File: src/rtl/serial_out_arbiter.sv
// Purpose: round-robin share of one serial shift_register between two requesters, plus serial-rate strobe.
// Latency: start pulse the cycle after IDLE sees a request; ack the cycle after i_sr_busy falls.
// Backpressure: requests wait (level held) while a transfer is in flight; a missing busy retries the start.
module serial_out_arbiter #(
  parameter int WIDTH   = 8,
  parameter int CLK_DIV = 4,
  parameter int BUSY_TO = 4
) (
  input  logic             i_clk,
  input  logic             i_reset_n,
  input  logic [1:0]       i_req,
  input  logic [WIDTH-1:0] i_data0,
  input  logic [WIDTH-1:0] i_data1,
  output logic [1:0]       o_ack,
  output logic             o_grant,
  output logic             o_busy,
  output logic             o_sr_clk_stb,
  output logic             o_sr_start_stb,
  output logic [WIDTH-1:0] o_sr_data,
  input  logic             i_sr_busy
);

  localparam int DIV_W = (CLK_DIV > 1) ? $clog2(CLK_DIV) : 1;
  localparam logic [DIV_W-1:0] DIV_LAST = DIV_W'(CLK_DIV - 1);
  localparam int TO_W = (BUSY_TO > 1) ? $clog2(BUSY_TO) : 1;
  localparam logic [TO_W-1:0] TO_LAST = TO_W'(BUSY_TO - 1);

  typedef enum logic [2:0] {
    S_IDLE,
    S_START,
    S_WAIT_BUSY,
    S_WAIT_DONE,
    S_ACK
  } state_t;

  state_t           state_q, state_d;
  logic [DIV_W-1:0] div_q, div_d;
  logic [TO_W-1:0]  to_q, to_d;
  logic             grant_q, grant_d;
  logic [WIDTH-1:0] data_q, data_d;
  // ptr_q holds the last served requester; served_q says whether ptr_q is meaningful yet,
  // so that the very first contended grant after reset goes to requester 0.
  logic             ptr_q, ptr_d;
  logic             served_q, served_d;

  // Free-running serial strobe divider, independent of the transfer sequencing.
  always_comb begin
    div_d = (div_q == DIV_LAST) ? '0 : div_q + DIV_W'(1);
  end

  // Transfer sequencing: grant, start, wait for busy (with retry), wait for done, ack.
  always_comb begin
    state_d  = state_q;
    to_d     = to_q;
    grant_d  = grant_q;
    data_d   = data_q;
    ptr_d    = ptr_q;
    served_d = served_q;
    case (state_q)
      S_IDLE: begin
        if (|i_req) begin
          if (i_req == 2'b11) begin
            grant_d = served_q & ~ptr_q;
          end else begin
            grant_d = i_req[1];
          end
          data_d  = grant_d ? i_data1 : i_data0;
          state_d = S_START;
        end
      end
      S_START: begin
        to_d    = '0;
        state_d = S_WAIT_BUSY;
      end
      S_WAIT_BUSY: begin
        if (i_sr_busy) begin
          state_d = S_WAIT_DONE;
        end else if (to_q == TO_LAST) begin
          state_d = S_START;
        end else begin
          to_d = to_q + TO_W'(1);
        end
      end
      S_WAIT_DONE: begin
        if (!i_sr_busy) begin
          state_d = S_ACK;
        end
      end
      S_ACK: begin
        ptr_d    = grant_q;
        served_d = 1'b1;
        state_d  = S_IDLE;
      end
      default: begin
        state_d = S_IDLE;
      end
    endcase
  end

  // State and datapath registers with synchronous active-low reset.
  always_ff @(posedge i_clk) begin
    if (!i_reset_n) begin
      state_q  <= S_IDLE;
      div_q    <= '0;
      to_q     <= '0;
      grant_q  <= 1'b0;
      data_q   <= '0;
      ptr_q    <= 1'b0;
      served_q <= 1'b0;
    end else begin
      state_q  <= state_d;
      div_q    <= div_d;
      to_q     <= to_d;
      grant_q  <= grant_d;
      data_q   <= data_d;
      ptr_q    <= ptr_d;
      served_q <= served_d;
    end
  end

  // Outputs decoded from registered state only.
  always_comb begin
    o_sr_clk_stb   = (div_q == DIV_LAST);
    o_sr_start_stb = (state_q == S_START);
    o_busy         = (state_q != S_IDLE);
    o_ack          = {(state_q == S_ACK) & grant_q, (state_q == S_ACK) & ~grant_q};
    o_grant        = grant_q;
    o_sr_data      = data_q;
  end

endmodule

File: config.mk
export PLATFORM = sky130hd
export DESIGN_NAME = serial_out_arbiter
export DESIGN_NICKNAME = d
export VERILOG_FILES = /design/src/rtl/serial_out_arbiter.sv
export SDC_FILE = /design/constraint.sdc
export NUM_CORES = 1
export LEC_CHECK = 0
export ABC_CLOCK_PERIOD_IN_PS = 4000
export CORE_MARGIN = 2
export CORE_UTILIZATION = 30
export CTS_BUF_LIST = sky130_fd_sc_hd__clkbuf_4
export CTS_CLUSTER_SIZE = 20
export DETAILED_ROUTE_END_ITERATION = 8
export RECOVER_POWER = 50
export SKIP_LAST_GASP = 1
export SYNTH_ARGS = -nofsm -noshare
export SYNTH_HDL_FRONTEND = slang
export SYNTH_SLANG_ARGS = --single-unit
File: constraint.sdc
create_clock -name i_clk -period 4 [get_ports i_clk]
set_input_delay 0.4 -clock i_clk [delete_from_list [all_inputs] [get_ports i_clk]]
set_output_delay 0.4 -clock i_clk [all_outputs]
set_load 0.1 [all_outputs]
== Yosys cells after proc, flatten, opt, wreduce, memory -nomap -nowiden ==
Index checks and enable logic that the tools add are counted.

* Bits of input ports: 21
* ROM bits: 0
* Word-level logic and storage cells: 47
* Memories kept: 0
* Memory bits (writable): 0
* Bits in latches: 0
* Bits in registers: 18
* Output and inout port bits: 14

* Bitwise gates (word level): 6
* Order comparisons: 0
* Shifts and indexed selects: 0
* Eq/ne operators: 12
* Divide/modulo/power cells: 0
* Add/sub/neg operators: 2
* Multipliers: 0
* Reductions and logical operators: 8
* Muxes and demuxes: 12

{| class="wikitable"
|+ Operators with widths
! operator !! count
|-
| $mux 3 || 4
|-
| $pmux 3 s4 || 1
|-
| $mux 8 || 1
|-
| $ne 2x2->1 const B || 4
|-
| $eq 2x2->1 const B || 3
|-
| $eq 3x2->1 const B || 2
|-
| $reduce_and 3->1 || 2
|-
| $add 2x1->2 const B || 2
|-
| $mux 2 || 2
|-
| $pmux 2 s2 || 1
|-
| $reduce_or 2->1 || 2
|-
| $and 1x1->1 || 3
|-
| $eq 3x1->1 const B || 1
|-
| $eq 3x3->1 const B || 1
|-
| $logic_not 3->1 || 1
|-
| $mux 1 || 3
|-
| $ne 3x3->1 const B || 1
|-
| $not 1->1 || 3
|-
| $reduce_bool 3->1 || 1
|-
| $reduce_and 2->1 || 1
|-
| $reduce_bool 2->1 || 1
|}

== Logic depth before layout (Yosys ltp) ==
Gate-level depths: netlist of run 1.

* Depth after elaboration: 6
* Depth in mapped cells: 6

== Least setup slack after synthesis of run 1 ==
OpenSTA, ideal clock, no wires.

* Kind: flip-flop to output port
* Start point: register grant_q (netlist: o_grant)
* End point: output o_ack[0]
* Required time: 3600 ps
* Arrival time: 2065 ps
* Slack: 1535 ps
* Stages on the path, launching flop included: 2
* Path buffers: 0
* Cells stage by stage: dfxtp_1 nor2_1

* Cells in the longest elaborated chain, start to end: 2

{| class="wikitable"
|+ RTL lines
! item !! line !! source
|-
| start, declared || 39 || <nowiki>logic grant_q, grant_d;</nowiki>
|-
| start signal, assigned || 114 || <nowiki>grant_q <= grant_d;</nowiki>
|-
| $not 1->1 || 126 || <nowiki>o_ack = {(state_q == S_ACK) & grant_q, (state_q == S_ACK) & ~grant_q};</nowiki>
|-
| $and 1x1->1 || 126 ||
|-
| end, declared || 14 || <nowiki>output logic [1:0] o_ack,</nowiki>
|}

Every way passes these cells.

== Worst setup path in the final report of run 1 ==
* Start point: register state_q[0]
* End point: output o_sr_start_stb

* Cells in the longest elaborated chain, start to end: 1

{| class="wikitable"
|+ RTL lines
! item !! line !! source
|-
| start, declared || 36 || <nowiki>state_t state_q, state_d;</nowiki>
|-
| start signal, assigned || 111 || <nowiki>state_q <= state_d;</nowiki>
|-
| $eq 3x1->1 || 124 || <nowiki>o_sr_start_stb = (state_q == S_START);</nowiki>
|-
| end, declared || 18 || <nowiki>output logic o_sr_start_stb,</nowiki>
|}

Every way passes these cells.

==> metrics, run 1 <==
Worst Path Max Fanout 8; maxcap violations 1; Mapped Area 842 sq um; VDD IR max 0.000247 V; DP Wirelength 1.27 mm; critical path data required time 3.60 ns; GRT Total Usage 0.114; outcome complete, but fails checks; DP Cell Count 146; Max Clk Rate 366 MHz; Leakage 0.458 nW; row count 19; Iteration-0 DRC Markers 6; Max Used Layer met4; Final setup viols 0; setup bufs post-CTS 0; layout cells sized above 1 0.0840; met3 wire len 57 um; Die H 57.0 um; post-synth cell types 28; Die ar. 0.00325 sq mm; largest net degree at the start of global routing 19; CTS HTree Levels 1; startpoint types register; register bit count reported by yosys 18; Setup crit end kind output pin; clock buffer depth 2; total wire length 1.68 mm; final period utilization 0.682; Synth Area per Inst 9.91 sq um; final max-slew violation count 10; routed length per placed instance 11.2 um; Setup TNS 0 ns; Post-synth EDFFs 0; Synth Net Count 108; Post-Synthesis Cells 85; clk_skew 0.00729 ns; vias in the first global route 724; IO Pins 35; Hold Path Class register to register; drt via density 4.79; Reg clk slew, reported paths 0.10 ns; Post-synth ARST share 0; clock latency on the worst-skew pair 0.28 ns; post_cts resized 0; Synth warnings 0; layout net count 143; Area Growth Syn to Fin 44.1%; P per Cell Area 442 mW/mm^2; ant diodes 0; Initial Utilization 0.311; Via Count 718; clock sinks 18; Final Hold Fails 0; largest family of logic cells by synthesized area simple AND/OR/NAND/NOR gates; min Tclk post-route 2.73 ns; Hold-fix buffers, CTS 0; Layout Cells excl Fill 150; # DRC 0; Routed Antenna Nets 0; CTS buffer count 3; RSZ-0062 raised after global routing false; Met2 Wirelength 797 um; Detailed Routing Iterations Pass 1 4; Setup Crit Path Kind register to output pin; filler cell count 278; Slew HR -0.106; GP Congestion 0.688; first-pass GRT wire length 3.04 mm; Synth Area in Compound Gates 0.178; Worst Path Arrival 2.33 ns; chip width 57.0 um; CORE AREA 0.00271 sq mm; post-synthesis mux area share 0.107; worst slew pin tran 1.64 ns; sequential area share after synthesis 0.428; PortBufs 34; clock root cell clkbuf_4; failing checks max-capacitance violations, max-slew violations; Main synth FF type dfxtp_1; XOR/XNOR share of the synthesized area 0.0104; Post-Synth Adder-Cell Area 0.0297; simple-gate share of the synthesized area 0.207; M1 WL 805 um; CTS tree yes; initial antenna violation count 0; remaining global-route overflow 0
[cells by family after synthesis]
logic type      after synthesis
fa+ha+maj                     2
flops                        18
xor+xnor                      1
mux                           9
buf+inv                       4
simple gates                 27
compound gates               24
[cells in the mapped netlist (2+ instances only)]
| cell type | instances | area [sq um] |
|---|---|---|
| nor2b_1 | 4 | 25.0 |
| buf_2 | 2 | 10.0 |
| nor3b_1 | 2 | 15.0 |
| a32oi_1 | 2 | 17.5 |
| dfxtp_1 | 18 | 360 |
| o21ai_0 | 7 | 35.0 |
| nand2b_1 | 2 | 12.5 |
| a21oi_1 | 8 | 40.0 |
| ha_1 | 2 | 25.0 |
| a21boi_0 | 2 | 15.0 |
| nor2_1 | 5 | 18.8 |
| mux2i_1 | 9 | 90.1 |
| nand2_1 | 3 | 11.3 |
| a21oi_2 | 2 | 17.5 |
| nor3_1 | 3 | 15.0 |
| o21ai_2 | 2 | 17.5 |
[path summary, 6_finish.rpt]
kind | slack [ns] | cells after the start | from | to
worst max-delay path | 1.27 | 3 | state_q[0] | o_sr_start_stb
worst min-delay path | 0.44 | 1 | div_q[0] | div_q[0]
worst max register to register | 1.77 | 4 | ptr_q | o_sr_data[6]
worst min register to register | 0.44 | 1 | div_q[0] | div_q[0]
[layout make-up]
class	instances	area [sq um]	area share
clock buffers	3	22.5	0.0186
flip-flops and latches	18	360	0.297
well taps	31	38.8	0.0320
clock inverters	1	3.75	0.00309
multi-input cells	63	448	0.369
repair buffers	34	340	0.280
[stage by stage]
step	total power, W	hold WS, ns	cell area (sq um)	setup slack (ns)	utilization
3_3_place_gp	0.000451	0.413	1190	1.62	0.438
5_1_grt	0.000566	0.473	1210	1.19	0.448
3_5_place_dp	0.000452	0.419	1190	1.60	0.438
6_report	0.000537	0.439	1210	1.27	0.448
2_1_floorplan	0.000397	0.405	842	1.53	-
4_1_cts	0.000545	0.444	1210	1.26	0.448
[power breakdown]
group | switching, W | leakage, nW | total [W] | internal [W]
sequential | 0.0000125 | 0.148 | 0.000210 | 0.000198
clock | 0.0000540 | 0.0154 | 0.0000901 | 0.0000361
combinational | 0.000166 | 0.295 | 0.000236 | 0.0000703
total | 0.000232 | 0.458 | 0.000537 | 0.000304
[flip-flops by register name, indices dropped and copies added, names as in the netlist]
name	flops
to_q	2
div_q	2
o_grant	1
served_q	1
ptr_q	1
state_q	3
o_sr_data	8
[routing by layer]
layer	vias to the layer above	global-route usage
met5	-	0
met3	2	0.0227
li1	373	-
met1	328	0.149
met2	15	0.189
met4	0	0.0399
[cells in the final DEF (no fill, tap or decap), types with 3 or more instances in the layout]
master / instances
clkdlybuf4s50_1: 31
dfxtp_1: 18
mux2i_1: 9
a21oi_1: 8
o21ai_0: 7
nor2_1: 5
nor2b_1: 4
nand2_1: 3
nor3_1: 3
clkbuf_4: 3
dlygate4sd3_1: 3
[critical path, cell delays in order, from the launching register on]
cell and delay [ns]:
dfxtp_1 0.46, or2b_1 0.29, nor2_1 0.15, clkdlybuf4s50_1 1.15
Power figures use the tool's default switching activity.
==> run 2, diff against run 1 <==
--- a/config.mk
+++ b/config.mk
@@ -5,7 +5,7 @@
 export SDC_FILE = /design/constraint.sdc
 export NUM_CORES = 1
 export LEC_CHECK = 0
-export ABC_CLOCK_PERIOD_IN_PS = 4000
+export ABC_CLOCK_PERIOD_IN_PS = 2300
 export CORE_MARGIN = 2
 export CORE_UTILIZATION = 30
 export CTS_BUF_LIST = sky130_fd_sc_hd__clkbuf_4
==> constraint.sdc (replaced) <==
create_clock -name i_clk -period 2.3 [get_ports i_clk]
set_input_delay 0.23 -clock i_clk [delete_from_list [all_inputs] [get_ports i_clk]]
set_output_delay 0.23 -clock i_clk [all_outputs]
set_load 0.1 [all_outputs]
==> run 2 against run 1 <==
Die area unchanged. Design area is 5.4% lower. Wire length up 3.0%. The flow now finishes without violations. Clock power up 70%. Via count fell by 2.2%. Register-to-register slack got worse by 0.92 ns.
==> metrics, run 2 (same netlist as run 1, synthesis figures left out) <==
clock buffer depth 2; startpoint types register; Worst Path Arrival 1.54 ns; CTS HTree Levels 1; final period utilization 0.769; Setup crit end kind output pin; vias in the first global route 632; CP max-delay cell clkbuf_1; Hold Path Class register to register; Worst Path Max Fanout 4; worst slew pin tran 1.18 ns; remaining global-route overflow 0; clk_skew 0.00656 ns; clock root cell clkbuf_4; Worst Setup Slack, final 0.531 ns; Via Count 702; largest net degree at the start of global routing 19; GRT Total Usage 0.112; CTS buffer count 3; Initial Utilization 0.311; routed length per placed instance 11.5 um; min Tclk post-route 1.77 ns; Die ar. 0.00325 sq mm; Final Hold Fails 0; initial antenna violation count 0; ant diodes 0; RSZ-0062 raised after global routing false; Final setup viols 0; Reg clk slew, reported paths 0.10 ns; max reg flops 8; Slew HR 0.216; VDD IR max 0.000481 V; IO Pins 35; clock sinks 18; Setup Crit Path Kind register to output pin; clock latency on the worst-skew pair 0.29 ns; R2R Setup Slk 0.85 ns; Max Clk Rate 565 MHz; Area Growth Syn to Fin 36.4%; Detailed Routing Iterations Pass 1 3; Die H 57.0 um; layout net count 144; GP Congestion 0.779; Fin Hold WS 0.432 ns; row count 19; Setup TNS 0 ns; Crit path largest cell delay 0.87 ns; Buf+Inv Stages, Crit Path 1; # DRC 0; post-place setup slack 0.701 ns; total wire length 1.73 mm; Iteration-0 DRC Markers 9; most common cell after layout, fill and taps aside clkdlybuf4s50_1; drt via density 4.68; PortBufs 34; critical path cell sequence clkbuf_1; final max-slew violation count 0; most frequent cells in the layout clkdlybuf4s50_1, dfxtp_1, mux2i_1, clkbuf_1, a21oi_1; critical path's top delay family buffers and inverters; CTS tree yes; outcome completed; P per Cell Area 786 mW/mm^2; layout cells sized above 1 0.134; critical path data required time 2.07 ns; Hold-fix buffers, CTS 0; first-pass GRT wire length 2.88 mm; setup bufs post-CTS 0; Leakage 0.448 nW; maxcap violations 0; CORE AREA 0.00271 sq mm; chip width 57.0 um; post_cts resized 0; DP Wirelength 1.30 mm; Routed Antenna Nets 0
## run 2: area by class of cell
| type | count | area [sq um] |
|---|---|---|
| fill | 302 | 1560 |
| multi-input combinational | 63 | 448 |
| sequential | 18 | 360 |
| timing repair buffer | 35 | 279 |
| tap | 31 | 38.8 |
| clock buffer | 3 | 22.5 |
## run 2: stage by stage
step	instances	utilization	total power, W	area (sq um)
floorplan	85	-	0.000690	842
global placement	147	0.428	0.000776	1160
detailed placement	147	0.428	0.000779	1160
CTS	150	0.436	0.000933	1180
global route	150	0.424	0.000945	1150
finish	150	0.424	0.000902	1150
## run 2: worst paths after layout
check / from / endpoint / cells after the start
max reg2reg: state_q[0] / o_grant / 4
max: o_grant / o_grant / 1
min reg2reg: div_q[0] / div_q[0] / 1
min: div_q[0] / div_q[0] / 1
## run 2: layer usage
| metal | global-route usage | vias up | share of wire |
|---|---|---|---|
| li1 | - | 373 | - |
| met1 | 0.150 | 309 | 0.47 |
| met4 | 0.0498 | 0 | 0.013 |
| met3 | 0.0385 | 2 | 0.046 |
| met5 | 0 | - | 0 |
| met2 | 0.163 | 18 | 0.47 |
## run 2: power breakdown
part	switching [W]	internal (W)	total, W
logic	0.000288	0.0000950	0.000383
registers	0.0000232	0.000344	0.000367
clock network	0.0000918	0.0000608	0.000153
total	0.000403	0.000500	0.000902
